**src/rtl/ctrl_fsm_pkg.sv**
```systemverilog
// Shared types, opcode map and ALU decode for the multi-cycle controller.
// HALT state and opcode only exist when CTRL_HALT_EN is defined.
package ctrl_fsm_pkg;

    typedef enum logic [3:0] {
        S_FETCH    = 4'd0,
        S_DECODE   = 4'd1,
        S_EXEC_A   = 4'd2,
        S_WRITE_R  = 4'd3,
        S_JUMP     = 4'd4,
        S_IND_RD   = 4'd5,
        S_IND_A    = 4'd6,
        S_IND_ADDR = 4'd7,
        S_IND_WR   = 4'd8,
        S_IND_DONE = 4'd9
`ifdef CTRL_HALT_EN
        , S_HALT   = 4'd10
`endif
    } state_e;

    localparam logic [4:0] OP_MOVLA  = 5'b00000;
    localparam logic [4:0] OP_MOVRA  = 5'b00001;
    localparam logic [4:0] OP_MOVAR  = 5'b00010;
    localparam logic [4:0] OP_MOVIRA = 5'b00011;
    localparam logic [4:0] OP_MOVIAR = 5'b00100;
    localparam logic [4:0] OP_ADDLA  = 5'b00111;
    localparam logic [4:0] OP_SUBLA  = 5'b01000;
    localparam logic [4:0] OP_ADDAR  = 5'b01001;
    localparam logic [4:0] OP_SUBAR  = 5'b01010;
    localparam logic [4:0] OP_ANDLA  = 5'b01011;
    localparam logic [4:0] OP_ANDAR  = 5'b01100;
    localparam logic [4:0] OP_ORLA   = 5'b01101;
    localparam logic [4:0] OP_ORAR   = 5'b01110;
    localparam logic [4:0] OP_XORLA  = 5'b01111;
    localparam logic [4:0] OP_XORAR  = 5'b10000;
    localparam logic [4:0] OP_INCR   = 5'b10001;
    localparam logic [4:0] OP_DECR   = 5'b10010;
    localparam logic [4:0] OP_NOTR   = 5'b10011;
    localparam logic [4:0] OP_ROLC   = 5'b10100;
    localparam logic [4:0] OP_RORC   = 5'b10101;
    localparam logic [4:0] OP_JZ     = 5'b10110;
    localparam logic [4:0] OP_JNZ    = 5'b10111;
    localparam logic [4:0] OP_JC     = 5'b11000;
    localparam logic [4:0] OP_JNC    = 5'b11001;
    localparam logic [4:0] OP_HALT   = 5'b11010;
    localparam logic [4:0] OP_JMP    = 5'b11011;

    localparam logic [3:0] ALU_ADD  = 4'd0;
    localparam logic [3:0] ALU_SUB  = 4'd1;
    localparam logic [3:0] ALU_AND  = 4'd2;
    localparam logic [3:0] ALU_OR   = 4'd3;
    localparam logic [3:0] ALU_XOR  = 4'd4;
    localparam logic [3:0] ALU_INC  = 4'd5;
    localparam logic [3:0] ALU_DEC  = 4'd6;
    localparam logic [3:0] ALU_NOT  = 4'd7;
    localparam logic [3:0] ALU_ROL  = 4'd8;
    localparam logic [3:0] ALU_ROR  = 4'd9;
    localparam logic [3:0] ALU_PASS = 4'd10;

    // Returns {ALU_OP, ALU_MUX}; MUX=1 selects the register operand.
    function automatic logic [4:0] alu_decode(input logic [4:0] opc);
        logic [3:0] op;
        logic       mux;
        op  = ALU_ADD;
        mux = 1'b0;
        case (opc)
            OP_MOVLA, OP_MOVAR, OP_MOVIAR: op = ALU_PASS;
            OP_MOVRA, OP_MOVIRA: begin op = ALU_PASS; mux = 1'b1; end
            OP_ADDLA: op = ALU_ADD;
            OP_ADDAR: begin op = ALU_ADD; mux = 1'b1; end
            OP_SUBLA: op = ALU_SUB;
            OP_SUBAR: begin op = ALU_SUB; mux = 1'b1; end
            OP_ANDLA: op = ALU_AND;
            OP_ANDAR: begin op = ALU_AND; mux = 1'b1; end
            OP_ORLA:  op = ALU_OR;
            OP_ORAR:  begin op = ALU_OR; mux = 1'b1; end
            OP_XORLA: op = ALU_XOR;
            OP_XORAR: begin op = ALU_XOR; mux = 1'b1; end
            OP_INCR:  begin op = ALU_INC; mux = 1'b1; end
            OP_DECR:  begin op = ALU_DEC; mux = 1'b1; end
            OP_NOTR:  begin op = ALU_NOT; mux = 1'b1; end
            OP_ROLC:  begin op = ALU_ROL; mux = 1'b1; end
            OP_RORC:  begin op = ALU_ROR; mux = 1'b1; end
            default: ;
        endcase
        return {op, mux};
    endfunction

endpackage

```
**src/rtl/ctrl_mem_wait.sv**
```systemverilog
// Memory wait counter: retires on mem_ready, times out after WAIT_MAX
// stalled step cycles.
module ctrl_mem_wait #(
    parameter int WAIT_MAX = 15
) (
    input  logic clk,
    input  logic Reset_in,
    input  logic active,
    input  logic mem_ready,
    input  logic step_en,
    output logic retire,
    output logic timeout
);

    logic [7:0] cnt;
    logic       at_max;

    assign at_max  = (cnt == 8'(WAIT_MAX - 1));
    assign retire  = active & step_en & mem_ready;
    assign timeout = active & step_en & ~mem_ready & at_max;

    always_ff @(posedge clk) begin
        if (!Reset_in) begin
            cnt <= '0;
        end else if (retire | timeout | ~active) begin
            cnt <= '0;
        end else if (step_en) begin
            cnt <= cnt + 8'd1;
        end
    end

endmodule

```
**src/rtl/ctrl_fsm_mc.sv**
```systemverilog
// Multi-cycle sequencing controller with memory handshake and step enable.
// Define CTRL_HALT_EN to add the HALT opcode/state.
module ctrl_fsm_mc
    import ctrl_fsm_pkg::*;
#(
    parameter int OPCODE_W = 5,
    parameter int ALU_OP_W = 4,
    parameter int WAIT_MAX = 15
) (
    input  logic                clk,
    input  logic                Reset_in,
    input  logic                step_en,
    input  logic [OPCODE_W-1:0] opcode,
    input  logic                Distination,
    input  logic                carryFlag,
    input  logic                zeroFlag,
    input  logic                mem_ready,
    output logic [3:0]          Stat_tst_out,
    output logic                Reset_out,
    output logic                ALU_MUX,
    output logic [ALU_OP_W-1:0] ALU_OP,
    output logic                PC_INC,
    output logic                PC_LOAD,
    output logic                RAM_RD,
    output logic                RAM_WR,
    output logic                RAM_MUX,
    output logic                IR_WR_SIGNAL,
    output logic                MDR_WR_SIGNAL,
    output logic                A_WR_SIGNAL,
    output logic                FLAG_WR_SIGNAL,
    output logic                ALU_EN,
    output logic                bus_err
);

    state_e     state, state_n, dec_next;
    logic [4:0] opc;
    logic [4:0] alu_dec;
    logic       legal, adv, mem_active, retire, timeout, rst_hold;

    assign opc     = opcode[4:0];
    assign legal   = ((opcode >> 5) == '0);
    assign alu_dec = legal ? alu_decode(opc) : 5'd0;
    assign ALU_OP  = ALU_OP_W'(alu_dec[4:1]);
    assign ALU_MUX = alu_dec[0];

    // Reset outranks step_en so nothing strobes while held in reset.
    assign adv        = step_en & Reset_in;
    assign mem_active = state inside {S_DECODE, S_IND_RD, S_WRITE_R, S_IND_WR};
    assign Stat_tst_out = state;

    ctrl_mem_wait #(.WAIT_MAX(WAIT_MAX)) u_wait (
        .clk       (clk),
        .Reset_in  (Reset_in),
        .active    (mem_active),
        .mem_ready (mem_ready),
        .step_en   (adv),
        .retire    (retire),
        .timeout   (timeout)
    );

    always_comb begin
        dec_next = S_FETCH;
        if (legal) begin
            case (opc)
                OP_MOVLA, OP_MOVRA, OP_ADDLA, OP_SUBLA,
                OP_ANDLA, OP_ORLA, OP_XORLA:
                    dec_next = S_EXEC_A;
                OP_ADDAR, OP_SUBAR, OP_ANDAR, OP_ORAR, OP_XORAR:
                    dec_next = Distination ? S_WRITE_R : S_EXEC_A;
                OP_MOVAR, OP_INCR, OP_DECR, OP_NOTR, OP_ROLC, OP_RORC:
                    dec_next = S_WRITE_R;
                OP_JMP: dec_next = S_JUMP;
                OP_JZ:  dec_next = zeroFlag   ? S_JUMP : S_FETCH;
                OP_JNZ: dec_next = !zeroFlag  ? S_JUMP : S_FETCH;
                OP_JC:  dec_next = carryFlag  ? S_JUMP : S_FETCH;
                OP_JNC: dec_next = !carryFlag ? S_JUMP : S_FETCH;
                OP_MOVIRA: dec_next = S_IND_RD;
                OP_MOVIAR: dec_next = S_IND_ADDR;
`ifdef CTRL_HALT_EN
                OP_HALT: dec_next = S_HALT;
`endif
                default: dec_next = S_FETCH;
            endcase
        end
    end

    always_comb begin
        state_n        = state;
        IR_WR_SIGNAL   = 1'b0;
        MDR_WR_SIGNAL  = 1'b0;
        A_WR_SIGNAL    = 1'b0;
        FLAG_WR_SIGNAL = 1'b0;
        PC_INC         = 1'b0;
        PC_LOAD        = 1'b1;
        RAM_RD         = 1'b1;
        RAM_WR         = 1'b1;
        RAM_MUX        = 1'b0;
        ALU_EN         = 1'b0;
        unique case (state)
            S_FETCH: if (adv) begin
                IR_WR_SIGNAL = 1'b1;
                state_n      = S_DECODE;
            end
            S_DECODE: begin
                RAM_RD = 1'b0;
                if (retire) begin
                    MDR_WR_SIGNAL = 1'b1;
                    PC_INC        = 1'b1;
                    state_n       = dec_next;
                end
            end
            S_EXEC_A: begin
                ALU_EN = 1'b1;
                if (adv) begin
                    A_WR_SIGNAL    = 1'b1;
                    FLAG_WR_SIGNAL = 1'b1;
                    state_n        = S_FETCH;
                end
            end
            S_WRITE_R: begin
                RAM_WR = 1'b0;
                ALU_EN = 1'b1;
                if (retire) begin
                    FLAG_WR_SIGNAL = 1'b1;
                    state_n        = S_FETCH;
                end
            end
            S_JUMP: begin
                PC_LOAD = 1'b0;
                if (adv) state_n = S_FETCH;
            end
            S_IND_RD: begin
                RAM_RD  = 1'b0;
                RAM_MUX = 1'b1;
                if (retire) begin
                    MDR_WR_SIGNAL = 1'b1;
                    PC_INC        = 1'b1;
                    state_n       = S_IND_A;
                end
            end
            S_IND_A: begin
                ALU_EN = 1'b1;
                if (adv) begin
                    A_WR_SIGNAL    = 1'b1;
                    FLAG_WR_SIGNAL = 1'b1;
                    state_n        = S_FETCH;
                end
            end
            S_IND_ADDR: if (adv) state_n = S_IND_WR;
            S_IND_WR: begin
                RAM_WR  = 1'b0;
                RAM_MUX = 1'b1;
                if (retire) state_n = S_IND_DONE;
            end
            S_IND_DONE: if (adv) state_n = S_FETCH;
`ifdef CTRL_HALT_EN
            S_HALT: state_n = S_HALT;
`endif
            default: state_n = S_FETCH;
        endcase
        if (timeout) state_n = S_FETCH;
    end

    always_ff @(posedge clk) begin
        if (!Reset_in) begin
            state     <= S_FETCH;
            bus_err   <= 1'b0;
            rst_hold  <= 1'b1;
            Reset_out <= 1'b1;
        end else begin
            state     <= state_n;
            rst_hold  <= 1'b0;
            Reset_out <= rst_hold;
            if (timeout) bus_err <= 1'b1;
        end
    end

endmodule

```
**config.mk**
```make
export PLATFORM = sky130hd
export DESIGN_NAME = ctrl_fsm_mc
export DESIGN_NICKNAME = d
export VERILOG_FILES = /design/src/rtl/ctrl_fsm_pkg.sv /design/src/rtl/ctrl_mem_wait.sv /design/src/rtl/ctrl_fsm_mc.sv
export SDC_FILE = /design/constraint.sdc
export NUM_CORES = 1
export LEC_CHECK = 0
export CORE_MARGIN = 8
export CORE_UTILIZATION = 35
export CTS_BUF_LIST = sky130_fd_sc_hd__clkbuf_4 sky130_fd_sc_hd__clkbuf_8 sky130_fd_sc_hd__clkbuf_16
export CTS_CLUSTER_SIZE = 40
export DETAILED_ROUTE_END_ITERATION = 12
export PLACE_DENSITY_LB_ADDON = 0.25
export SLEW_MARGIN = 20
export SYNTH_ARGS = -nofsm -noshare
export SYNTH_HDL_FRONTEND = slang
export SYNTH_HIERARCHICAL = 1
export SYNTH_SLANG_ARGS = --single-unit
```
**constraint.sdc**
```tcl
create_clock -name clk -period 6.3 [get_ports clk]
set_input_delay 0.945 -clock clk [delete_from_list [all_inputs] [get_ports clk]]
set_output_delay 0.945 -clock clk [all_outputs]
set_load 0.02 [all_outputs]
```
==> results of run 1 <==
flip-flops by register name (all words and copies together) (netlist names):
name and flops:
Stat_tst_out 4, bus_err 1, Reset_out 1, u_wait/cnt 8
rst_hold 1
layout by cell type, fill, tap and decap left out, types with 4 or more instances in the layout:
cell / count
nor2_1: 15
clkdlybuf4s50_1: 32
inv_1: 7
and3_1: 4
dfxtp_1: 15
or3_1: 4
a211oi_1: 5
nor3_1: 5
a21oi_1: 7
nand2b_1: 7
nand2_1: 14
o21ai_0: 8
nand3b_1: 4
final timing paths:
kind | start | endpoint | slack, ns | depth (start not counted)
max | Reset_in | PC_INC | 2.14 | 7
min reg2reg | rst_hold | Reset_out | 0.41 | 1
min | rst_hold | Reset_out | 0.41 | 1
max reg2reg | Stat_tst_out[3] | Stat_tst_out[2] | 3.44 | 10
cells by family (layout without fill, tap and decap cells):
kind of cell / count (synthesis) / count (layout) / share of synthesized area
XOR/XNOR: 5 / 5 / 0.0329
multiplexers: 1 / 1 / 0.00752
adder cells (fa/ha/maj): 2 / 2 / 0.0188
AND/OR/NAND/NOR: 77 / 77 / 0.346
flip-flops: 15 / 15 / 0.226
AO/OA/AOI/OAI: 52 / 52 / 0.289
buffers and inverters: 22 / 43 / 0.0808
cells in the mapped netlist (all sizes together) (4+ instances only):
master,count
a211oi,5
nand2,14
buf,13
nor3,6
and3,4
nand4,4
nand2b,7
nand3b,4
nand3,4
nor2,15
inv,7
dfxtp,15
or3,4
o21ai,13
a21oi,7
power breakdown:
group	switching [mW]	internal (mW)	total, mW
Clock	0.0322	0.0491	0.0813
Sequential	0.00346	0.0965	0.100
Combinational	0.0343	0.0293	0.0636
Total	0.0700	0.175	0.245
final cells by class:
type / count / area, um2 / area share
clock buffers: 4 / 48.8 / 0.0291
inverters: 7 / 26.3 / 0.0156
multi-input cells: 137 / 923 / 0.550
flip-flops and latches: 15 / 300 / 0.179
well taps: 48 / 60.1 / 0.0358
repair buffers: 32 / 320 / 0.191
through the flow:
step           std cells  power (mW)  utilization  hold WS (ns)
6_report             243       0.245        0.459         0.413
2_1_floorplan        174       0.143            -         0.385
3_3_place_gp         239       0.164        0.445         0.403
4_1_cts              243       0.247        0.459         0.420
3_5_place_dp         239       0.165        0.445         0.406
5_1_grt              243       0.256        0.459         0.455
critical path, stage by stage:
cell and delay, ns:
clkdlybuf4s50_1 0.60, nand2_1 0.13, inv_1 0.32, and3_1 0.34, nand3b_1 0.17, inv_1 0.10, clkdlybuf4s50_1 0.60
per-layer routing:
metal / vias to the layer above / global-route usage / share of wire
met2: 38 / 0.174 / 0.47
met3: 2 / 0.0219 / 0.060
met1: 648 / 0.129 / 0.47
met4: 0 / 0.0547 / 0.0073
met5: - / 0 / 0
li1: 688 / - / -
==> impl_metrics.env, run 1 <==
export IMPL_status="completed"
export IMPL_row_count=22
export IMPL_gp_congestion=0.814
export IMPL_avgSynthCellArea_um2=7.65
export IMPL_maxCapViolations=0
export IMPL_synth_cells=174
export IMPL_fin_ws_ns=2.14
export IMPL_clkSinkCount=15
export IMPL_vias=1376
export IMPL_cp_arrival_ns=3.22
export IMPL_drt_first_iter_violations=133
export IMPL_timing_slew_headroom=0.561
export IMPL_cts_made_buffers=3
export IMPL_layout_drive_gt1_share=0.0615
export IMPL_synth_top_area_frac=0.226
export IMPL_detailedRoute_firstPassIterationCount=4
export IMPL_crit_required_ns=5.35
export IMPL_core_area_um2=3660
export IMPL_maxSlewViolCount=0
export IMPL_die_area_um2=6030
export IMPL_grt_overflow=0
export IMPL_synth_async_sr_flop_share=0
export IMPL_placed_cell_area_um2=1630
export IMPL_final_area_um2=1680
export IMPL_hold_viol=0
export IMPL_synthTopCellsByArea="dfxtp_1 (23%), nor2_1 (4.2%), nand2_1 (3.9%)"
export IMPL_clk_latency_ns=0.25
export IMPL_fin_crit_sh=0.661
export IMPL_grt_setup_unrepaired="false"
export IMPL_critPathKind="primary input to primary output"
export IMPL_yosysSeqAreaShare=0.226
export IMPL_portBuffers=32
export IMPL_synth_cell_area_um2=1330
export IMPL_post_cts_resized=0
export IMPL_grt_pass1_wl_mm=5.59
export IMPL_clock_skew_ns=0.000732
export IMPL_fmax_mhz=240
export IMPL_dpl_worst_slack_ns=2.15
export IMPL_synth_nets=188
export IMPL_power_density_nw_per_um2=146
export IMPL_hpwl_mm=2.35
export IMPL_cts_tree="yes"
export IMPL_globalRouteTotalUtil=0.106
export IMPL_routed_via_density=5.66
export IMPL_p_leak_nw=0.583
export IMPL_ys_flop_type="dfxtp_1"
export IMPL_end_kind="primary output"
export IMPL_setup_tns_ns=0
export IMPL_synth_cell_types=55
export IMPL_tightest_slew_ns=0.656
export IMPL_vdd_ir_drop_max_uv=80.0
export IMPL_worstPathMaxFanout=14
export IMPL_routed_wl_mm=3.28
export IMPL_yosysWarnings=6
export IMPL_hold_buffers=0
export IMPL_die_h_um=77.7
export IMPL_antenna_left=0
export IMPL_crit_path_start_kind="primary input"
export IMPL_start_util=0.364
export IMPL_synth_top_cell_by_area="dfxtp_1"
export IMPL_post_cts_buffers=0
export IMPL_cts_root_buf="clkbuf_8"
export IMPL_grt_max_degree=23
export IMPL_antenna_found_initial=0
export IMPL_setup_viol=0
export IMPL_hp_class="register to register"
export IMPL_fin_crit_ns=4.16
export IMPL_synth_seq_cells=15
export IMPL_synth_edf_count=0
export IMPL_io_pins=33
export IMPL_clk_pin_slew_worst_paths_ns=0.06
export IMPL_h_tree_depth=1
export IMPL_fp_dieW_um=77.7
export IMPL_grt_pass1_vias=1255
export IMPL_drt_wirelength_per_cell_um=13.5
export IMPL_syn2layout_area_growth_pct=26.1
export IMPL_nets=210
export IMPL_cts_buffer_depth=2
export IMPL_nFillCells=360
export IMPL_diodes=0
export IMPL_drc=0
Power figures use the tool's default switching activity.
==> inputs of run 2 (changes only) <==
==> constraint.sdc (replaced) <==
create_clock -name clk -period 4.1 [get_ports clk]
set_input_delay 0.615 -clock clk [delete_from_list [all_inputs] [get_ports clk]]
set_output_delay 0.615 -clock clk [all_outputs]
set_load 0.02 [all_outputs]
==> run 2 against run 1 <==
  * Core utilization rose by 0.14 points
  * Cell count rose by 0.41%
  * Sequential share of layout area fell by 0.053 points
  * Critical path type unchanged
  * Highest routed layer unchanged
  * Routed wire length fell by 2.2%
  * Hold slack improved by 0.0011 ns
==> impl_metrics.env, run 2 (same netlist as run 1, synthesis figures left out) <==
export IMPL_grt_pass1_wl_mm=5.71
export IMPL_seq_area_um2=300
export IMPL_critPathKind="primary input to primary output"
export IMPL_timing_slew_headroom=0.577
export IMPL_globalRouteTotalUtil=0.108
export IMPL_slowest_delay_ns=0.61
export IMPL_mostFrequentLayoutCells="clkdlybuf4s50_1 (32), dfxtp_1 (15), nor2_1 (15)"
export IMPL_multiInputGateArea_um2=923
export IMPL_worstPathCellList="clkdlybuf4s50_1 > nand2_1 > inv_1 > and3_1 > nand3b_1 > inv_1 > clkdlybuf4s50_1"
export IMPL_antenna_left=0
export IMPL_setup_viol=0
export IMPL_io_pins=33
export IMPL_status="completed"
export IMPL_dpl_worst_slack_ns=0.628
export IMPL_grt_max_degree=20
export IMPL_maxCapViolations=0
export IMPL_p_leak_nw=0.587
export IMPL_maxSlewViolCount=0
export IMPL_diodes=0
export IMPL_path_buf_inv=4
export IMPL_nFillCells=374
export IMPL_die_area_um2=6030
export IMPL_detailedRoute_firstPassIterationCount=4
export IMPL_antenna_found_initial=0
export IMPL_vias=1368
export IMPL_largest_reg_flops=8
export IMPL_layout_cells_non_filler=244
export IMPL_utilization=0.460
export IMPL_end_kind="primary output"
export IMPL_crit_slowest_cell="clkdlybuf4s50_1"
export IMPL_start_util=0.364
export IMPL_clock_skew_ns=0.00190
export IMPL_syn2layout_area_growth_pct=26.5
export IMPL_hold_worst_slack_ns=0.414
export IMPL_fin_crit_sh=0.845
export IMPL_setup_tns_ns=0
export IMPL_h_tree_depth=1
export IMPL_crit_family="buffers and inverters"
export IMPL_place_inst=240
export IMPL_cts_made_buffers=3
export IMPL_crit_required_ns=3.48
export IMPL_gp_congestion=0.811
export IMPL_tightest_slew_ns=0.633
export IMPL_core_area_um2=3660
export IMPL_fmax_mhz=289
export IMPL_crit_path_start_kind="primary input"
export IMPL_vdd_ir_drop_max_uv=88.0
export IMPL_hpwl_mm=2.40
export IMPL_final_common_cell="clkdlybuf4s50_1"
export IMPL_clkSinkCount=15
export IMPL_grt_pass1_vias=1271
export IMPL_fin_ws_ns=0.634
export IMPL_drt_wirelength_per_cell_um=13.2
export IMPL_routed_via_density=5.61
export IMPL_total_power_uw=368
export IMPL_grt_setup_unrepaired="false"
export IMPL_row_count=22
export IMPL_final_area_um2=1680
export IMPL_nets=211
export IMPL_regMostFlops="u_wait/cnt"
export IMPL_power_density_nw_per_um2=219
export IMPL_post_cts_resized=0
export IMPL_die_h_um=77.7
export IMPL_worstPathMaxFanout=14
export IMPL_drc=0
export IMPL_cp_arrival_ns=2.85
export IMPL_clk_pin_slew_worst_paths_ns=0.06
export IMPL_hold_viol=0
export IMPL_routed_wl_mm=3.21
export IMPL_cts_tree="yes"
export IMPL_cts_root_buf="clkbuf_8"
export IMPL_layout_drive_gt1_share=0.0663
export IMPL_fp_dieW_um=77.7
export IMPL_post_cts_buffers=0
export IMPL_grt_overflow=0
export IMPL_hold_buffers=0
export IMPL_portBuffers=32
export IMPL_drt_first_iter_violations=128
export IMPL_hp_class="register to register"
export IMPL_placed_cell_area_um2=1640
export IMPL_clk_latency_ns=0.24
export IMPL_cts_buffer_depth=2
export IMPL_fin_crit_ns=3.47
==> run 2: cell count changes in the layout (fill, tap and decap cells not counted) <==
cell,delta
buf_4,+1
clkbuf_4,-1
clkinv_2,+1
==> run 2: per-layer routing <==
metal	global-route usage	up-vias	wire length, um
li1	-	691	-
met1	0.132	635	1460
met2	0.180	40	1530
met3	0.0207	2	189
met4	0.0453	0	29
met5	0	-	0
==> run 2: area by class of cell <==
class,count,share of cell area
clock buffer,3,0.0245
clock inverter,1,0.00297
inverter,7,0.0156
multi-input combinational,137,0.548
sequential,15,0.178
tap,48,0.0357
timing repair buffer,33,0.195
==> run 2: final timing paths <==
| kind | from | slack, ns | endpoint | cells after the start |
|---|---|---|---|---|
| worst max-delay path | Reset_in | 0.63 | PC_INC | 7 |
| worst min-delay path | rst_hold | 0.41 | Reset_out | 1 |
| worst max register to register | Stat_tst_out[3] | 1.28 | Stat_tst_out[2] | 10 |
| worst min register to register | rst_hold | 0.41 | Reset_out | 1 |
==> run 2: report_power, final <==
group	leakage (nW)	internal (mW)	switching (mW)
sequential	0.122	0.148	0.00527
clock	0.0255	0.0671	0.0494
combinational	0.439	0.0456	0.0524
total	0.587	0.261	0.107
==> run 2: worst reg2reg max path, cell delays in order, from the launching register on <==
cell and delay [ns]:
dfxtp_1 0.60, and2b_1 0.29, a22o_1 0.24, nand2_1 0.08
nand2_1 0.11, and3_1 0.25, a21boi_0 0.14, a311o_1 0.34
a311oi_1 0.43, o21ai_0 0.19, o21ai_2 0.09
